`src/rtl/game_pkg.sv`:
```
// Shared constants and types for the playfield game blocks.
package game_pkg;

    localparam int FIELD_W   = 1024;
    localparam int FIELD_H   = 768;
    localparam int MARGIN_LO = 5;
    localparam int MARGIN_HI = 10;

    localparam int N_SLOTS = 15;
    localparam int COORD_W = 11;

    localparam int X_MIN = MARGIN_LO;
    localparam int X_MAX = FIELD_W - MARGIN_HI;
    localparam int Y_MIN = MARGIN_LO;
    localparam int Y_MAX = FIELD_H - MARGIN_HI;

    localparam logic [15:0] LFSR_MASK = 16'hB400;
    localparam logic [15:0] LFSR_SEED = 16'hACE1;

    typedef enum logic [1:0] {
        IDLE,
        DRAW_X,
        DRAW_Y,
        WRITE
    } spawn_state_t;

    typedef logic [3:0] slot_idx_t;

endpackage

```
`src/rtl/lfsr16.sv`:
```
// 16-bit Galois LFSR, free-running whenever reset is low.
module lfsr16
    import game_pkg::*;
#(
    parameter logic [15:0] SEED = LFSR_SEED,
    parameter logic [15:0] MASK = LFSR_MASK
) (
    input  logic        clk,
    input  logic        rst,
    output logic [15:0] value
);

    always_ff @(posedge clk) begin
        if (rst) begin
            value <= SEED;
        end else begin
            value <= {1'b0, value[15:1]} ^ (value[0] ? MASK : 16'h0000);
        end
    end

endmodule

```
`src/rtl/point_spawn_ctrl.sv`:
```
// Point table owner: periodic spawn of random in-range points
// into the lowest free slot, with a retire port for game logic.
module point_spawn_ctrl #(
    parameter int          TICK_CYCLES = 65000000,
    parameter int          N_SLOTS     = game_pkg::N_SLOTS,
    parameter int          COORD_W     = game_pkg::COORD_W,
    parameter int          X_MIN       = game_pkg::X_MIN,
    parameter int          X_MAX       = game_pkg::X_MAX,
    parameter int          Y_MIN       = game_pkg::Y_MIN,
    parameter int          Y_MAX       = game_pkg::Y_MAX,
    parameter logic [15:0] LFSR_SEED   = game_pkg::LFSR_SEED
) (
    input  logic                             clk,
    input  logic                             rst,
    input  logic                             enable,
    input  logic                             collect_valid,
    input  logic [3:0]                       collect_idx,
    output logic [N_SLOTS-1:0][COORD_W-1:0]  position_x,
    output logic [N_SLOTS-1:0][COORD_W-1:0]  position_y,
    output logic [N_SLOTS-1:0]               point_valid,
    output logic                             spawn_pulse,
    output logic [3:0]                       spawn_idx,
    output logic                             table_full
);

    import game_pkg::*;

    localparam int CNT_W = (TICK_CYCLES > 1) ? $clog2(TICK_CYCLES) : 1;
    localparam logic [CNT_W-1:0]   CNT_LAST = CNT_W'(TICK_CYCLES - 1);
    localparam logic [COORD_W-1:0] XLO      = COORD_W'(X_MIN);
    localparam logic [COORD_W-1:0] XHI      = COORD_W'(X_MAX);
    localparam logic [COORD_W-1:0] YLO      = COORD_W'(Y_MIN);
    localparam logic [COORD_W-1:0] YHI      = COORD_W'(Y_MAX);
    localparam slot_idx_t          LAST_IDX = slot_idx_t'(N_SLOTS - 1);

    spawn_state_t       state;
    spawn_state_t       state_nxt;
    logic [CNT_W-1:0]   tick_cnt;
    logic               tick;
    logic               pending;
    logic [15:0]        lfsr;
    logic               unused_lfsr;
    logic [COORD_W-1:0] cand;
    logic [COORD_W-1:0] cx;
    logic [COORD_W-1:0] cy;
    logic               x_ok;
    logic               y_ok;
    logic               take;
    logic               latch_x;
    logic               latch_y;
    logic               write_en;
    slot_idx_t          target;
    logic [N_SLOTS-1:0] valid_nxt;

    function automatic slot_idx_t first_free(input logic [N_SLOTS-1:0] v);
        first_free = '0;
        for (int i = N_SLOTS - 1; i >= 0; i--) begin
            if (!v[i]) first_free = slot_idx_t'(i);
        end
    endfunction

    lfsr16 #(
        .SEED (LFSR_SEED),
        .MASK (LFSR_MASK)
    ) u_lfsr (
        .clk   (clk),
        .rst   (rst),
        .value (lfsr)
    );

    assign unused_lfsr = ^lfsr[15:10];
    assign cand        = COORD_W'(lfsr[9:0]);
    assign x_ok        = (cand >= XLO) && (cand <= XHI);
    assign y_ok        = (cand >= YLO) && (cand <= YHI);
    assign table_full  = &point_valid;
    assign target      = first_free(point_valid);
    assign tick        = enable && (tick_cnt == CNT_LAST);

    always_ff @(posedge clk) begin
        if (rst) begin
            state <= IDLE;
        end else begin
            state <= state_nxt;
        end
    end

    always_comb begin
        state_nxt = state;
        take      = 1'b0;
        latch_x   = 1'b0;
        latch_y   = 1'b0;
        write_en  = 1'b0;
        unique case (state)
            IDLE: begin
                if (pending) begin
                    take = 1'b1;
                    if (!table_full) state_nxt = DRAW_X;
                end
            end
            DRAW_X: begin
                if (x_ok) begin
                    latch_x   = 1'b1;
                    state_nxt = DRAW_Y;
                end
            end
            DRAW_Y: begin
                if (y_ok) begin
                    latch_y   = 1'b1;
                    state_nxt = WRITE;
                end
            end
            WRITE: begin
                write_en  = !table_full;
                state_nxt = IDLE;
            end
            default: state_nxt = IDLE;
        endcase
    end

    // A tick landing while a spawn is already pending is dropped.
    always_ff @(posedge clk) begin
        if (rst) begin
            tick_cnt <= '0;
            pending  <= 1'b0;
            cx       <= '0;
            cy       <= '0;
        end else begin
            if (tick) begin
                tick_cnt <= '0;
            end else if (enable) begin
                tick_cnt <= tick_cnt + CNT_W'(1);
            end
            if (take) begin
                pending <= 1'b0;
            end else if (tick) begin
                pending <= 1'b1;
            end
            if (latch_x) cx <= cand;
            if (latch_y) cy <= cand;
        end
    end

    // Write uses the pre-collect free set, so it wins on a shared slot.
    always_comb begin
        valid_nxt = point_valid;
        if (collect_valid && (collect_idx <= LAST_IDX)) begin
            valid_nxt[collect_idx] = 1'b0;
        end
        if (write_en) begin
            valid_nxt[target] = 1'b1;
        end
    end

    always_ff @(posedge clk) begin
        if (rst) begin
            position_x  <= '0;
            position_y  <= '0;
            point_valid <= '0;
            spawn_pulse <= 1'b0;
            spawn_idx   <= '0;
        end else begin
            point_valid <= valid_nxt;
            spawn_pulse <= write_en;
            if (write_en) begin
                position_x[target] <= cx;
                position_y[target] <= cy;
                spawn_idx          <= target;
            end
        end
    end

endmodule
```
`config.mk`:
```
export PLATFORM = sky130hd
export DESIGN_NAME = point_spawn_ctrl
export DESIGN_NICKNAME = d
export VERILOG_FILES = /design/src/rtl/game_pkg.sv /design/src/rtl/lfsr16.sv /design/src/rtl/point_spawn_ctrl.sv
export SDC_FILE = /design/constraint.sdc
export NUM_CORES = 1
export LEC_CHECK = 0
export CAP_MARGIN = 0
export CORE_MARGIN = 3
export CORE_UTILIZATION = 50
export CTS_BUF_LIST = sky130_fd_sc_hd__clkbuf_4 sky130_fd_sc_hd__clkbuf_8
export DETAILED_ROUTE_END_ITERATION = 6
export DONT_BUFFER_PORTS = 1
export REMOVE_ABC_BUFFERS = 1
export SLEW_MARGIN = 20
export SYNTH_ARGS = -nofsm -noshare
export SYNTH_HDL_FRONTEND = slang
export SYNTH_SLANG_ARGS = --single-unit
```
`constraint.sdc`:
```
create_clock -name clk -period 5.25 [get_ports clk]
set_clock_uncertainty 0.2 [all_clocks]
set_input_delay 0.7875 -clock clk [delete_from_list [all_inputs] [get_ports clk]]
set_output_delay 0.7875 -clock clk [all_outputs]
set_load 0.01 [all_outputs]
```
==> impl_metrics.ini, run 1 <==
[yosys]
yosysSeqAreaShare = 0.5213
synth_area_leaders = dfxtp_1, mux2i_1, nand2_1, nand2b_1, a21oi_1
synth_warnings = 0
synth.avg_cell_area_um2 = 9.310
synth_top_cell_area_share = 0.5213
synth-seq-cells = 385
syn-cell-area_um2 = 14780
ys.flop_type = dfxtp_1
synth_edf_count = 0
async_flop_share = 0
netlist_instances = 1588
yosysTopAreaCell = dfxtp_1
ys_types = 49

[clock_tree]
root_buffer = clkbuf_8
post_cts_buffers = 0
clockBufferDepth = 3
clk_latency_ns = 0.60
h-tree-depth = 2
cts.reportedPaths.clkPinSlew_ns = 0.06
cts.sinks = 385
cts-hold-fix-buffers = 0
cts_tree = yes
cts_resized = 0
cts_made_buffers = 61

[hold_path]
hold_start = rst
hold_class = in -> reg

[setup_path]
crit_required_ns = 5.49
endpoint_kind = flip-flop
slowest_delay_ns = 0.76
reg2reg_from = point_valid[5]
arrival_ns = 3.42
crit_slowest_cell = and3_1
crit_fanout = 11
start_kind = flip-flop
cp-startpoint = point_valid[5]
path_class = reg -> reg
crit_chain = nand2_1 > o311ai_1 > and3_1 > buf_4 > mux2i_1 > nor2_1

[layout]
layout.nets = 1566
areaGrowthSynthToFinish_pct = 8.869
layout_common_cells = dfxtp_1, nand2_1, mux2i_1, nand2b_1, a21oi_1
final_common_cell = dfxtp_1
n_fill_cell = 2650
utilization = 0.5563
insertedDiodeCount = 0
drive_gt1_frac = 0.09625

[placed_design]
dp_slack_ns = 2.200
place_congestion = 0.8078
hpwlAfterDp_um = 26150
portBuffers = 0

[floorplan]
dieArea_um2 = 31670
die_height_um = 178.0
io_pins = 359
coreArea_um2 = 28940
start_util = 0.5109
die_w_um = 178.0
fp-row-count = 62

[grt]
grtUsageTotal = 0.2437
grt_start_max_net_pins = 381
grt_pass1_wl_um = 60170
grt_overflow = 0
grt_pass1_vias = 9813
antenna_found_initial = 0

[drt]
antenna_left = 0
drc = 0
vias_per_cell = 5.263
detail_route.wl_per_cell_um = 20.40
vias = 10440
drt_first_pass_iters = 5
drt_iter0_drc = 657
wl_um = 40470

[timing]
finalSetupViolCount = 0
worst_slack_ns = 2.075
fmax_mhz = 315.0
final.min_clock_period_ns = 3.175
tightest_slew_ns = 1.012
post-route-period-util = 0.6047
finalMaxSlewViolations = 0
finalSetupTns_ns = 0
finalHoldViolations = 0
max_slew_margin = 0.3246
rsz0062_at_grt = no

[job]
max_cap_violations = 0

[power]
ir_worst_vdd_mv = 0.2157
cellPowerDensity_nw_per_um2 = 365.9
total_power_w = 0.005890
p_leak_nw = 6.340

[status]
status = finished clean
[routing by layer]
metal	part of all wire	vias up	GRT usage
li1	-	5092	-
met1	0.41	4908	0.3050
met2	0.47	374	0.3980
met3	0.10	67	0.08751
met4	0.025	0	0.06643
met5	0	-	0
[worst max-delay path: cells and delay by family, from the launching register on]
kind / cells / cell delay, ns
flip-flops: 1 / 0.57
multiplexers: 1 / 0.22
AND/OR/NAND/NOR: 3 / 0.98
buffers and inverters: 1 / 0.37
AO/OA/AOI/OAI: 1 / 0.67
[registers in the layout, indices dropped and copies added, names as in the netlist]
name and count:
position_x 150, point_valid 15, tick_cnt 26, position_y 150, cy 10, cx 10
spawn_idx 4, state 2, u_lfsr.value 16, spawn_pulse 1, pending 1
[power breakdown]
group	internal [W]	switching [W]	total, W
sequential	0.00295	0.0000922	0.00305
clock	0.00153	0.00114	0.00267
combinational	0.0000826	0.0000916	0.000174
total	0.00457	0.00132	0.00589
[cells in the mapped netlist (3+ instances only)]
cell type	number
nor3_1	11
o221ai_1	3
a211oi_1	3
xnor2_1	14
inv_2	3
and3_1	4
nor2b_1	8
o21ai_0	17
nor4_1	5
clkbuf_1	82
nand2b_1	149
nand2_1	271
a21oi_1	141
buf_6	6
inv_1	14
or2_2	9
xor2_1	14
buf_2	19
nand4_1	14
mux2i_1	202
buf_4	36
nand3_1	12
ha_1	6
and2_1	3
dfxtp_1	385
nor2_1	128
[area by class of cell]
cell class / count / area (µm²) / area share
clock buffer: 102 / 1241 / 0.07711
inverter: 17 / 63.81 / 0.003965
multi-input combinational: 1071 / 6404 / 0.3979
tap: 384 / 480.5 / 0.02985
sequential: 385 / 7707 / 0.4789
timing repair buffer: 16 / 123.9 / 0.007696
clock inverter: 9 / 75.07 / 0.004664
[metrics by stage]
step | cells | hold WS [ns] | cell area [µm²]
CTS | 1983 | 0.03949 | 16080
detailed placement | 1872 | 0.2006 | 14770
finish | 1984 | 0.1037 | 16100
global placement | 1872 | 0.2009 | 14770
global route | 1984 | 0.04984 | 16100
floorplan | 1473 | 0.1895 | 14150
[final timing paths]
path / endpoint / slack [ns] / depth (start not counted)
setup / recovery: position_x[163] / 2.08 / 6
hold / removal: position_y[77] / 0.10 / 1
setup reg to reg: position_x[163] / 2.08 / 6
hold reg to reg: u_lfsr.value[11] / 0.21 / 1
[cells by family (layout without fill, tap and decap cells)]
kind of cell    count (synthesis)  count (layout)  synth area share
compound gates                177             177           0.06500
xor+xnor                       28              28           0.01659
fa+ha+maj                       6               6          0.005078
buf+inv                       161             144           0.05476
flops                         385             385            0.5213
mux                           202             202            0.1368
other cells                     1              30         0.0002536
simple gates                  628             628            0.2002
No activity file was read; power rests on OpenSTA's default activity.
==> run 2, diff against run 1 <==
- clock period: 5.25 -> 3.33 ns (I/O delays scaled with it)
==> run 2 against run 1 <==
Compared with the run above:
- via count up 7.4%
- hold slack lost 0.026 ns
- critical path type unchanged
- critical endpoint is now position_x[70]
- non-clock buffer count grew 142
- flip-flop and latch count is the same
- combinational power up 100%
==> impl_metrics.ini, run 2 (synthesis gave the netlist of run 1 again) <==
[status]
status = finished clean

[timing]
finalSetupTns_ns = 0
tightest_slew_ns = 0.9198
max_slew_margin = 0.3868
finalMaxSlewViolations = 0
post-route-period-util = 0.9445
worst_slack_ns = 0.1848
finalHoldViolations = 0
rsz0062_at_grt = no
final.min_clock_period_ns = 3.145
finalSetupViolCount = 0
fmax_mhz = 317.9

[layout]
layout_common_cells = dfxtp_1, nand2_1, mux2i_1, nand2b_1, a21oi_1
areaGrowthSynthToFinish_pct = 18.39
drive_gt1_frac = 0.08881
layout.nets = 1713
utilization = 0.6049
top_regs = position_x (150), position_y (150), tick_cnt (26)
final_common_cell = dfxtp_1
insertedDiodeCount = 0
fin_cells = 2118

[drt]
wl_um = 43520
antenna_left = 0
vias = 11210
detail_route.wl_per_cell_um = 20.55
drt_iter0_drc = 570
drc = 0
vias_per_cell = 5.292
drt_first_pass_iters = 5

[clock_tree]
cts.sinks = 385
post_cts_buffers = 0
cts_made_buffers = 66
root_buffer = clkbuf_8
clk_latency_ns = 0.56
h-tree-depth = 3
clockBufferDepth = 3
cts_tree = yes
cts.reportedPaths.clkPinSlew_ns = 0.06

[power]
p_leak_nw = 7.284
switching_share = 0.2319
clock_power_share = 0.444
p_sw_w = 0.002154
power.internal_w = 0.007134
ir_worst_vdd_mv = 0.2874
seqPwrFrac = 0.518
total_power_w = 0.009288
cellPowerDensity_nw_per_um2 = 530.7
combPwrFrac = 0.038

[job]
max_cap_violations = 0

[hold_path]
hold_class = in -> reg

[setup_path]
crit_required_ns = 3.58
arrival_ns = 3.39
crit_slowest_cell = dlygate4sd3_1
endpoint_kind = flip-flop
start_kind = flip-flop
crit_fanout = 21
slowest_delay_ns = 0.55
crit_chain = nand2_1 > o221ai_1 > a41oi_1 > nor4_4 > buf_4 > mux2i_1 > nor2_1 > dlygate4sd3_1
path_class = reg -> reg

[placed_design]
dp_cells = 1878
dp_slack_ns = 0.6716
hpwlAfterDp_um = 26640
portBuffers = 0
place_congestion = 0.8377

[grt]
grt_start_max_net_pins = 190
grt_pass1_vias = 11090
antenna_found_initial = 0
grt_pass1_wl_um = 65800
grtUsageTotal = 0.2656
grt_overflow = 0

[floorplan]
coreArea_um2 = 28940
fp-row-count = 62
die_height_um = 178.0
dieArea_um2 = 31670
io_pins = 359
start_util = 0.5109
die_w_um = 178.0
-- run 2: changes by cell type in the layout (fill, tap and decap cells not counted), sizes merged --
cell / delta
dlygate4sd3: +135
inv: +2
buf: +7
clkbuf: -5
clkinvlp: +1
clkinv: -5
bufinv: -1
-- run 2: area by class of cell --
| class | instances | area (µm²) |
|---|---|---|
| fillers | 2545 | 11430 |
| flip-flops and latches | 385 | 7707 |
| multi-input cells | 1071 | 6406 |
| repair buffers | 158 | 1585 |
| clock buffers | 97 | 1210 |
| well taps | 384 | 480.5 |
| inverters | 17 | 63.81 |
| clock inverters | 6 | 50.05 |
-- run 2: metrics by stage --
step / cell area [µm²] / hold WS (ns)
global placement: 14840 / 0.1925
finish: 17500 / 0.07786
global route: 17500 / 0.05740
floorplan: 14150 / 0.1895
CTS: 17500 / 0.03728
detailed placement: 14840 / 0.2019
-- run 2: repair_timing --
action	CTS	global route
endpoints found under the setup margin	0	49
hold buffers	137	0
hold endpoints to repair	327	0
gates resized for setup	0	2
-- run 2: critical path: cells and delay by family, from the launching register on --
family	cells	cell delay, ns
and+or+nand+nor	3	0.45
DFF	1	0.50
AOI/OAI and AO/OA	2	0.64
muxes	1	0.26
buffers and inverters	2	0.96
-- run 2: final timing paths --
kind	start	end	slack (ns)	cells after the start
max	point_valid[11]	position_x[70]	0.18	8
min	collect_idx[2]	point_valid[7]	0.08	3
max reg2reg	point_valid[11]	position_x[70]	0.18	8
min reg2reg	u_lfsr.value[12]	u_lfsr.value[11]	0.21	1
-- run 2: metal layers --
layer	global-route usage	up-vias	share of wire	wire length [µm]
li1	-	5367	-	-
met1	0.3241	5410	0.40	17560
met2	0.4392	369	0.48	20740
met3	0.09221	63	0.095	4145
met4	0.08573	0	0.025	1088
met5	0	-	0	0
-- run 2: power groups by stage --
stage	clock [W]	sequential, W	combinational (W)
after floorplan	0	0.00483	0.000227
after global placement	0	0.00491	0.000266
after CTS	0.00422	0.00481	0.000353
after detailed placement	0	0.00490	0.000269
final	0.00413	0.00481	0.000353
after global routing	0.00443	0.00481	0.000390
